### src/rtl/parking_pkg.sv
// parking_pkg: shared lane state encoding and default timing constants for the gate controller
package parking_pkg;

    typedef enum logic [2:0] {IDLE, OPENING, WAIT_PASS, PASSING, CLOSING} lane_state_e;

    localparam int DEBOUNCE_CYCLES_DEF = 4;
    localparam int OPEN_CYCLES_DEF     = 20;
    localparam int CLOSE_CYCLES_DEF    = 20;
    localparam int PASS_TIMEOUT_DEF    = 200;

    function automatic int max3(input int a, input int b, input int c);
        return (a > b) ? ((a > c) ? a : c) : ((b > c) ? b : c);
    endfunction

endpackage

### src/rtl/parking_gate_lane.sv
// parking_gate_lane: loop conditioning, timer and barrier FSM for one lane
//   clk, rst_n          clock, async active-low reset
//   arm_raw, pass_raw   raw inductive loops before / after the barrier
//   blocked             refuse to start a new cycle while high
//   gate_up             barrier raise/hold command
//   pass_req            one-cycle request to count a car (PASSING -> CLOSING)
//   timeout             one-cycle pulse when WAIT_PASS gives up
//   refused             lane idle with a debounced car on ARM while blocked
module parking_gate_lane
    import parking_pkg::*;
#(
    parameter int DEBOUNCE_CYCLES = DEBOUNCE_CYCLES_DEF,
    parameter int OPEN_CYCLES     = OPEN_CYCLES_DEF,
    parameter int CLOSE_CYCLES    = CLOSE_CYCLES_DEF,
    parameter int PASS_TIMEOUT    = PASS_TIMEOUT_DEF
) (
    input  logic clk,
    input  logic rst_n,
    input  logic arm_raw,
    input  logic pass_raw,
    input  logic blocked,
    output logic gate_up,
    output logic pass_req,
    output logic timeout,
    output logic refused
);

    localparam int DBW = $clog2(DEBOUNCE_CYCLES + 1);
    localparam int TW  = $clog2(max3(OPEN_CYCLES, CLOSE_CYCLES, PASS_TIMEOUT) + 1);

    // bit 0 = ARM loop, bit 1 = PASS loop
    logic [1:0]          sync1_q, sync2_q, db_q, db_d, flip;
    logic [1:0][DBW-1:0] cnt_q, cnt_d;
    lane_state_e         state_q, state_d;
    logic [TW-1:0]       timer_q, timer_d;
    logic                arm, pass;

    always_comb begin
        flip  = '0;
        db_d  = db_q;
        cnt_d = cnt_q;
        for (int i = 0; i < 2; i++) begin
            flip[i]  = (sync2_q[i] != db_q[i]) && (cnt_q[i] == DBW'(DEBOUNCE_CYCLES - 1));
            db_d[i]  = flip[i] ? sync2_q[i] : db_q[i];
            cnt_d[i] = (sync2_q[i] == db_q[i] || flip[i]) ? '0 : cnt_q[i] + 1'b1;
        end
    end

    // The FSM acts on the level being accepted this clock, so the gate moves
    // on the same edge the debounced level changes.
    assign arm  = db_d[0];
    assign pass = db_d[1];

    always_comb begin
        state_d  = state_q;
        timer_d  = timer_q;
        pass_req = 1'b0;
        timeout  = 1'b0;
        case (state_q)
            IDLE: if (arm && !blocked) begin
                state_d = OPENING;
                timer_d = '0;
            end
            OPENING: begin
                state_d = (timer_q == TW'(OPEN_CYCLES - 1)) ? WAIT_PASS : OPENING;
                timer_d = (timer_q == TW'(OPEN_CYCLES - 1)) ? '0 : timer_q + 1'b1;
            end
            WAIT_PASS: if (pass) begin
                state_d = PASSING;
                timer_d = '0;
            end else if (timer_q != TW'(PASS_TIMEOUT)) begin
                timer_d = timer_q + 1'b1;
            end else if (!arm) begin
                state_d = CLOSING;
                timer_d = '0;
                timeout = 1'b1;
            end
            PASSING: if (!pass) begin
                state_d  = CLOSING;
                timer_d  = '0;
                pass_req = 1'b1;
            end
            CLOSING: if (arm || pass) begin
                state_d = OPENING;
                timer_d = '0;
            end else begin
                state_d = (timer_q == TW'(CLOSE_CYCLES - 1)) ? IDLE : CLOSING;
                timer_d = (timer_q == TW'(CLOSE_CYCLES - 1)) ? '0 : timer_q + 1'b1;
            end
            default: begin
                state_d = IDLE;
                timer_d = '0;
            end
        endcase
    end

    always_ff @(posedge clk or negedge rst_n) begin
        if (!rst_n) begin
            sync1_q <= '0;
            sync2_q <= '0;
            db_q    <= '0;
            cnt_q   <= '0;
            state_q <= IDLE;
            timer_q <= '0;
        end else begin
            sync1_q <= {pass_raw, arm_raw};
            sync2_q <= sync1_q;
            db_q    <= db_d;
            cnt_q   <= cnt_d;
            state_q <= state_d;
            timer_q <= timer_d;
        end
    end

    assign gate_up = (state_q == OPENING) || (state_q == WAIT_PASS) || (state_q == PASSING);
    assign refused = (state_q == IDLE) && db_q[0] && blocked;

endmodule

### src/rtl/parking_gate_controller.sv
// parking_gate_controller: entry/exit barrier control with car count pulses
//   CLK, RESET_N                  clock, async active-low reset
//   ENTRY_ARM/PASS, EXIT_ARM/PASS raw loops of each lane
//   FULL                          car park full, blocks new entry cycles
//   ENTRY_sensor, EXIT_sensor     registered one-cycle count pulses, never together
//   ENTRY_GATE_UP, EXIT_GATE_UP   barrier commands
//   ENTRY_DENIED                  registered "car park full" lamp
//   ENTRY_TIMEOUT, EXIT_TIMEOUT   one-cycle pulses for aborted cycles
module parking_gate_controller
    import parking_pkg::*;
#(
    parameter int DEBOUNCE_CYCLES = DEBOUNCE_CYCLES_DEF,
    parameter int OPEN_CYCLES     = OPEN_CYCLES_DEF,
    parameter int CLOSE_CYCLES    = CLOSE_CYCLES_DEF,
    parameter int PASS_TIMEOUT    = PASS_TIMEOUT_DEF
) (
    input  logic CLK,
    input  logic RESET_N,
    input  logic ENTRY_ARM,
    input  logic ENTRY_PASS,
    input  logic EXIT_ARM,
    input  logic EXIT_PASS,
    input  logic FULL,
    output logic ENTRY_sensor,
    output logic EXIT_sensor,
    output logic ENTRY_GATE_UP,
    output logic EXIT_GATE_UP,
    output logic ENTRY_DENIED,
    output logic ENTRY_TIMEOUT,
    output logic EXIT_TIMEOUT
);

    logic entry_req, exit_req, entry_refused, exit_refused;
    logic entry_sensor_q, entry_sensor_d, exit_sensor_q, exit_sensor_d;
    logic pending_q, pending_d, denied_q, denied_d;

    parking_gate_lane #(
        .DEBOUNCE_CYCLES(DEBOUNCE_CYCLES), .OPEN_CYCLES(OPEN_CYCLES),
        .CLOSE_CYCLES(CLOSE_CYCLES), .PASS_TIMEOUT(PASS_TIMEOUT)
    ) u_entry (
        .clk(CLK), .rst_n(RESET_N), .arm_raw(ENTRY_ARM), .pass_raw(ENTRY_PASS),
        .blocked(FULL), .gate_up(ENTRY_GATE_UP), .pass_req(entry_req),
        .timeout(ENTRY_TIMEOUT), .refused(entry_refused)
    );

    parking_gate_lane #(
        .DEBOUNCE_CYCLES(DEBOUNCE_CYCLES), .OPEN_CYCLES(OPEN_CYCLES),
        .CLOSE_CYCLES(CLOSE_CYCLES), .PASS_TIMEOUT(PASS_TIMEOUT)
    ) u_exit (
        .clk(CLK), .rst_n(RESET_N), .arm_raw(EXIT_ARM), .pass_raw(EXIT_PASS),
        .blocked(1'b0), .gate_up(EXIT_GATE_UP), .pass_req(exit_req),
        .timeout(EXIT_TIMEOUT), .refused(exit_refused)
    );

    // Exit wins a tie; the entry count is parked one cycle in pending_q.
    // CLOSE_CYCLES >= 2 guarantees the flag drains before another entry request.
    always_comb begin
        exit_sensor_d  = exit_req;
        entry_sensor_d = pending_q || (entry_req && !exit_req);
        pending_d      = entry_req && exit_req;
        // exit lane is never blocked, so only the entry lane can light the lamp
        denied_d       = entry_refused || exit_refused;
    end

    always_ff @(posedge CLK or negedge RESET_N) begin
        if (!RESET_N) begin
            entry_sensor_q <= 1'b0;
            exit_sensor_q  <= 1'b0;
            pending_q      <= 1'b0;
            denied_q       <= 1'b0;
        end else begin
            entry_sensor_q <= entry_sensor_d;
            exit_sensor_q  <= exit_sensor_d;
            pending_q      <= pending_d;
            denied_q       <= denied_d;
        end
    end

    assign ENTRY_sensor = entry_sensor_q;
    assign EXIT_sensor  = exit_sensor_q;
    assign ENTRY_DENIED = denied_q;

endmodule

### config.mk
export PLATFORM = sky130hd
export DESIGN_NAME = parking_gate_controller
export DESIGN_NICKNAME = d
export VERILOG_FILES = /design/src/rtl/parking_pkg.sv /design/src/rtl/parking_gate_lane.sv /design/src/rtl/parking_gate_controller.sv
export SDC_FILE = /design/constraint.sdc
export NUM_CORES = 1
export LEC_CHECK = 0
export ABC_CLOCK_PERIOD_IN_PS = 3880
export CORE_AREA = 5 5 71 73
export DETAILED_ROUTE_END_ITERATION = 16
export DIE_AREA = 0 0 76 78
export PLACE_DENSITY_LB_ADDON = 0.05
export SKIP_CTS_REPAIR_TIMING = 1
export SYNTH_ARGS = -nofsm -noshare
export SYNTH_HDL_FRONTEND = slang
export SYNTH_SLANG_ARGS = --single-unit
### constraint.sdc
create_clock -name CLK -period 3.88 [get_ports CLK]
set_input_delay 0.582 -clock CLK [delete_from_list [all_inputs] [get_ports CLK]]
set_output_delay 0.582 -clock CLK [all_outputs]
set_load 0.05 [all_outputs]
==> run metrics, run 1 <==
post-synthesis instance area=2510 µm²; average footprint of a synthesized cell=9.82 µm²; Power Total=0.00182 W; # nets final=290; post-route ant nets=0; Max-Cap Viols=0; All-Layer GR Usage=16.4%; Power Dens Cells=656 nW/µm²; number of synthesized flops with an enable pin=0; cell family with most CP delay=buffers and inverters; CTS Buffer Depth=2; largest stage delay on the critical path=0.80 ns; final cycle utilization of the critical path=82.4%; ys async rst share=100%; DR vias=1,851; Synth Instances=256; first-pass GRT wire length=7960 µm; Post-route DRC=0; Syn-to-layout area delta=10.2%; Layout Skew=0.00535 ns; Worst Tran Pin Value=0.851 ns; clock sinks=50; Worst Path Arrival=2.62 ns; DP HPWL=3050 µm; share of cells above drive strength 1=7.41%; Row Count=24; CP cell instances=ha_1, ha_1, mux2i_2, inv_2, nor2_1, nand2_1, nor2_1, clkdlybuf4s50_1; Synth cell types=47; n_diodes=0; Reg2Reg Setup Slack=1.37 ns; peak supply drop=0.000315 V; main flop type after synthesis=dfrtp_1; Synth warnings=0; fillers=372; status=completed; Placer Congestion=0.809; pre-CTS setup slack=1.00 ns; most frequent cells in the layout=50 x dfrtp_1, 34 x nor2_1, 20 x o21ai_0; die area=5930 µm²; count of input and output buffers=13; Fin Hold WS=0.269 ns; required time of the critical path=3.30 ns; crit path max fanout=6; drt pass-1 iters=4; post-route minimum period=3.20 ns; global route overflow=0; Final WS setup=0.682 ns; crit path max-delay cell type=clkdlybuf4s50_1; commonest non-fill, non-tap cell in the layout=dfrtp_1; crit path launch type=flip-flop; RSZ-0062 raised after global routing=no; worst path bufs/invs=2; FMAX=313 MHz; initial antenna violation count=0; sequential share of the synthesized area=49.8%; worst-skew pair later-pin latency=0.30 ns; largest net degree at the start of global routing=27; Post-Synthesis Net Count=275; core region area=4290 µm²; Setup TNS=0 ns; Worst-path clk slew=0.08 ns; crit path kind=flip-flop to primary output; htree depth=2; count of final hold-check violations=0; initial core utilization=58.5%; final wirelength=4440 µm; final setup vio count=0; #FFs+latches synth=50; relative slew slack=43.2%; Die X=76 µm; DR WL/cell=13.8 µm; Pleak=1.30 nW; Finished Layout Cells=322; dpl cells=316; fin. max-slew vios=0; TritonCTS clock tree=built; number of I/O pins=14; post-DR vias/cell=5.75; CTS buffer count=5; DRT iter0 DRCs=107; Die Y=78 µm; number of global-route vias before repair=1,735; Hold WC Path Type=primary input to async pin; Critical Path End Type=primary output; root buf cell=clkbuf_8
==> worst register-to-register path: stages, from the launching register on <==
cell	delay [ns]
dfrtp_1	0.39
ha_1	0.20
ha_1	0.20
mux2i_2	0.35
nand3_1	0.21
nor3b_1	0.74
o21ai_0	0.20
o211ai_1	0.15
==> synth_stat cells, drive strengths merged, types with 3 or more instances <==
cell type / number / area, µm²
o21ai: 20 / 100
a21oi: 10 / 50.1
and3: 8 / 50.1
o22ai: 4 / 25.0
nand3: 9 / 45.0
and4b: 3 / 30.0
nand2: 16 / 60.1
xor2: 4 / 35.0
clkbuf: 5 / 18.8
dfrtp: 50 / 1250
nand2b: 7 / 43.8
or2: 3 / 18.8
nor2b: 3 / 18.8
nor3b: 3 / 22.5
nor3: 7 / 35.0
inv: 16 / 60.1
a211o: 4 / 35.0
nor2: 34 / 128
and2: 3 / 18.8
ha: 12 / 150
mux2i: 4 / 51.3
==> final timing paths <==
check                                    from            endpoint  cells past startpoint
max                           u_exit.cnt_q[3]        EXIT_TIMEOUT                      8
min reg2reg                u_entry.sync1_q[0]  u_entry.sync2_q[0]                      0
max in group asynchronous             RESET_N    u_entry.cnt_q[3]                      2
min                                   RESET_N  u_entry.sync2_q[0]                      1
max reg2reg                  u_entry.cnt_q[3]  u_entry.timer_q[3]                      7
min in group CLK           u_entry.sync1_q[0]  u_entry.sync2_q[0]                      0
==> power by group <==
group	switching, W	total (W)	internal, W	leakage [nW]
combinational	0.000401	0.000693	0.000291	0.617
clock	0.000155	0.000293	0.000138	0.0431
sequential	0.000161	0.000832	0.000672	0.639
total	0.000717	0.00182	0.00110	1.30
==> stage by stage <==
stage,cell area [µm²],utilization (%)
after floorplan,2510,-
after global placement,2690,62.6
after detailed placement,2690,62.6
after CTS,2770,64.5
after global routing,2770,64.5
final,2770,64.5
==> state kept, by name, summed over array words and instances (netlist names) <==
| signal | flops |
|---|---|
| u_entry.sync2_q | 2 |
| ENTRY_DENIED | 1 |
| EXIT_sensor | 1 |
| u_entry.timer_q | 8 |
| pending_q | 1 |
| u_exit.sync2_q | 2 |
| u_exit.db_q | 2 |
| u_entry.cnt_q | 6 |
| ENTRY_sensor | 1 |
| u_entry.sync1_q | 2 |
| u_exit.cnt_q | 6 |
| u_exit.sync1_q | 2 |
| u_entry.state_q | 3 |
| u_entry.db_q | 2 |
| u_exit.timer_q | 8 |
| u_exit.state_q | 3 |
==> metal layers <==
metal  up-vias  wire length [µm]  track usage, %
met1       884              2200            22.1
met3         6               181            3.70
met2        33              2000            25.3
li1        928                 -               -
met5         -                 0               0
met4         0                57            7.12
==> final cells by class <==
cell class                      count  area (µm²)  share of cell area, %
Clock buffer                        6        82.6                   2.98
Inverter                           16        60.1                   2.17
Multi-Input combinational cell    184        1180                   42.5
Sequential cell                    50        1250                   45.2
Tap cell                           52        65.1                   2.35
Timing Repair Buffer               14         133                   4.79
==> logic make-up (layout without fill, tap and decap cells) <==
group / after synthesis / in the layout / share of synthesized area [%]
AOI/OAI and AO/OA: 57 / 57 / 15.2
xor gates and xnor gates: 6 / 6 / 2.09
adders and majority gates: 12 / 12 / 5.97
buffers and inverters: 22 / 36 / 3.33
DFF: 50 / 50 / 49.8
muxes: 5 / 5 / 2.49
and+or+nand+nor: 104 / 104 / 21.1
Power figures use the tool's default switching activity.
==> inputs of run 2 (changes only) <==
--- a/config.mk
+++ b/config.mk
@@ -5,10 +5,10 @@
 export SDC_FILE = /design/constraint.sdc
 export NUM_CORES = 1
 export LEC_CHECK = 0
-export ABC_CLOCK_PERIOD_IN_PS = 3880
-export CORE_AREA = 5 5 71 73
+export ABC_CLOCK_PERIOD_IN_PS = 2600
+export CORE_AREA = 5 5 75 77
 export DETAILED_ROUTE_END_ITERATION = 16
-export DIE_AREA = 0 0 76 78
+export DIE_AREA = 0 0 80 82
 export PLACE_DENSITY_LB_ADDON = 0.05
 export SKIP_CTS_REPAIR_TIMING = 1
 export SYNTH_ARGS = -nofsm -noshare
==> constraint.sdc (replaced) <==
create_clock -name CLK -period 2.6 [get_ports CLK]
set_input_delay 0.39 -clock CLK [delete_from_list [all_inputs] [get_ports CLK]]
set_output_delay 0.39 -clock CLK [all_outputs]
set_load 0.05 [all_outputs]
==> run metrics, run 2 (synthesis gave the netlist of run 1 again) <==
Worst Path Arrival=2.04 ns (-0.58 ns); htree depth=2 (unchanged); final setup vio count=0 (unchanged); WP depth=8 (unchanged); commonest non-fill, non-tap cell in the layout=dfrtp_1; final wirelength=4360 µm (-1.9%); required time of the critical path=2.21 ns (-1.09 ns); RSZ-0062 raised after global routing=no; Die X=80 µm (+5.3%); Placer Congestion=0.796 (-1.6%); Max-Cap Viols=0 (unchanged); DRT iter0 DRCs=101 (-5.6%); r2r worst-path depth=8 (+1); status=completed; Finished Layout Cells=349 (+8.4%); Worst-path clk slew=0.09 ns (about the same); largest stage delay on the critical path=0.39 ns (-0.41 ns); DR WL/cell=12.5 µm (-9.5%); Hold WC Path Type=primary input to async pin; final cycle utilization of the critical path=93.5%; post-route ant nets=0 (unchanged); post-route minimum period=2.43 ns; Clock power frac=21.9% (+5.8 points); switch share=36.6% (-2.9 points); Row Count=26 (+8.3%); core region area=4940 µm² (+15%); # nets final=297 (+2.4%); peak supply drop=0.000478 V (+52%); worst-skew pair later-pin latency=0.29 ns (about the same); crit path launch type=flip-flop; root buf cell=clkbuf_8; clock sinks=50 (unchanged); switching power of the nets=0.00109 W (+52%); cell family with most CP delay=adder cells; Reg2Reg Launch Point=u_exit.cnt_q[0]; largest net degree at the start of global routing=51 (+89%); FMAX=411 MHz; Layout Skew=0.00566 ns (+0.000304 ns); number of global-route vias before repair=1,723 (-0.69%); CTS buffer count=5 (unchanged); TritonCTS clock tree=built; timing endpoint of the critical path=EXIT_TIMEOUT; fin. max-slew vios=0 (unchanged); crit path from=u_exit.cnt_q[0]; CP cell instances=ha_1, ha_1, mux2i_2, inv_2, nor2_1, nand2_1, nor2_1, buf_12; Syn-to-layout area delta=16.7%; Post-route DRC=0 (unchanged); sequential share of power=41.1% (-4.7 points); Setup TNS=0 ns (unchanged); crit path max fanout=7 (+1); Top Registers=u_entry.timer_q (8), u_exit.timer_q (8); share of cells above drive strength 1=11.1% (+3.7 points); count of input and output buffers=13 (unchanged); n_diodes=0 (unchanged); first-pass GRT wire length=7810 µm (-1.9%); relative slew slack=59.4% (+16 points); worst path bufs/invs=2 (unchanged); Critical Path End Type=primary output; Pleak=1.37 nW (+5.6%); Reg2Reg Setup Slack=0.33 ns (-1.04 ns); crit path kind=flip-flop to primary output; dpl cells=341 (+7.9%); P_int=0.00190 W (+72%); initial core utilization=50.8% (-7.7 points); drt pass-1 iters=4 (unchanged); Worst Tran Pin Value=0.608 ns (-0.242 ns); Power Dens Cells=1020 nW/µm² (+55%); All-Layer GR Usage=15.1% (-1.3 points); DR vias=1,854 (+0.16%); DP HPWL=3070 µm (+0.76%); initial antenna violation count=0 (unchanged); Die Y=82 µm (+5.1%); crit path max-delay cell type=dfrtp_1; CTS Buffer Depth=2 (unchanged); post-DR vias/cell=5.31 (-7.6%); die area=6560 µm² (+11%); global route overflow=0 (unchanged); number of I/O pins=14 (unchanged); most frequent cells in the layout=50 x dfrtp_1, 34 x nor2_1, 20 x o21ai_0; Comb power frac=37.0% (-1.1 points); R2R Path End=u_exit.timer_q[7]; count of final hold-check violations=0 (unchanged)
==> run 2: changes by cell type in the layout (fill, tap and decap cells not counted), sizes merged <==
cell	delta
clkdlybuf4s50	-2
bufinv	+2
buf	+9
==> run 2: worst min path at each step <==
| stage | endpoint | slack (ns) | cells past startpoint | from |
|---|---|---|---|---|
| 6_report | u_entry.cnt_q[2] | 0.19 | 2 | RESET_N |
| 2_1_floorplan | ENTRY_DENIED | 0.09 | 0 | RESET_N |
| 3_5_place_dp | u_exit.sync2_q[1] | 0.34 | 0 | u_exit.sync1_q[1] |
| 4_1_cts | u_entry.state_q[2] | 0.21 | 2 | RESET_N |
| 3_3_place_gp | u_exit.sync2_q[1] | 0.33 | 0 | u_exit.sync1_q[1] |
| 5_1_grt | u_entry.state_q[2] | 0.25 | 2 | RESET_N |
==> run 2: power by group through the flow <==
| stage | Clock, W | Sequential, W | Combinational (W) |
|---|---|---|---|
| final | 0.000656 | 0.00123 | 0.00111 |
| after global routing | 0.000714 | 0.00127 | 0.00126 |
| after CTS | 0.000682 | 0.00123 | 0.00111 |
| after detailed placement | 0 | 0.00124 | 0.00110 |
| after global placement | 0 | 0.00124 | 0.00109 |
| after floorplan | 0 | 0.00118 | 0.000841 |
==> run 2: cell type report <==
type,count,area [µm²]
tap,70,87.6
sequential,50,1250
timing repair buffer,21,205
clock buffer,6,82.6
fill,428,2010
clock inverter,2,60.1
multi-input combinational,184,1190
inverter,16,60.1
==> run 2: per-layer routing <==
metal  up-vias  global-route usage (%)  wire (µm)
met3         4                    3.40        132
met2        22                    24.1       2050
met5         -                       0          0
met4         0                    4.56         42
met1       880                    20.5       2130
li1        948                       -          -
==> run 2: metrics by stage <==
| step | instance area (µm²) | total power (W) | worst slack [ns] | hold WS, ns | utilization (%) |
|---|---|---|---|---|---|
| after floorplan | 2510 | 0.00203 | 0.295 | 0.0944 | - |
| after global placement | 2780 | 0.00232 | 0.396 | 0.332 | 56.3 |
| after detailed placement | 2780 | 0.00235 | 0.354 | 0.336 | 56.3 |
| after CTS | 2930 | 0.00302 | 0.124 | 0.213 | 59.2 |
| after global routing | 2930 | 0.00324 | 0.000918 | 0.255 | 59.3 |
| final | 2930 | 0.00299 | 0.169 | 0.190 | 59.3 |
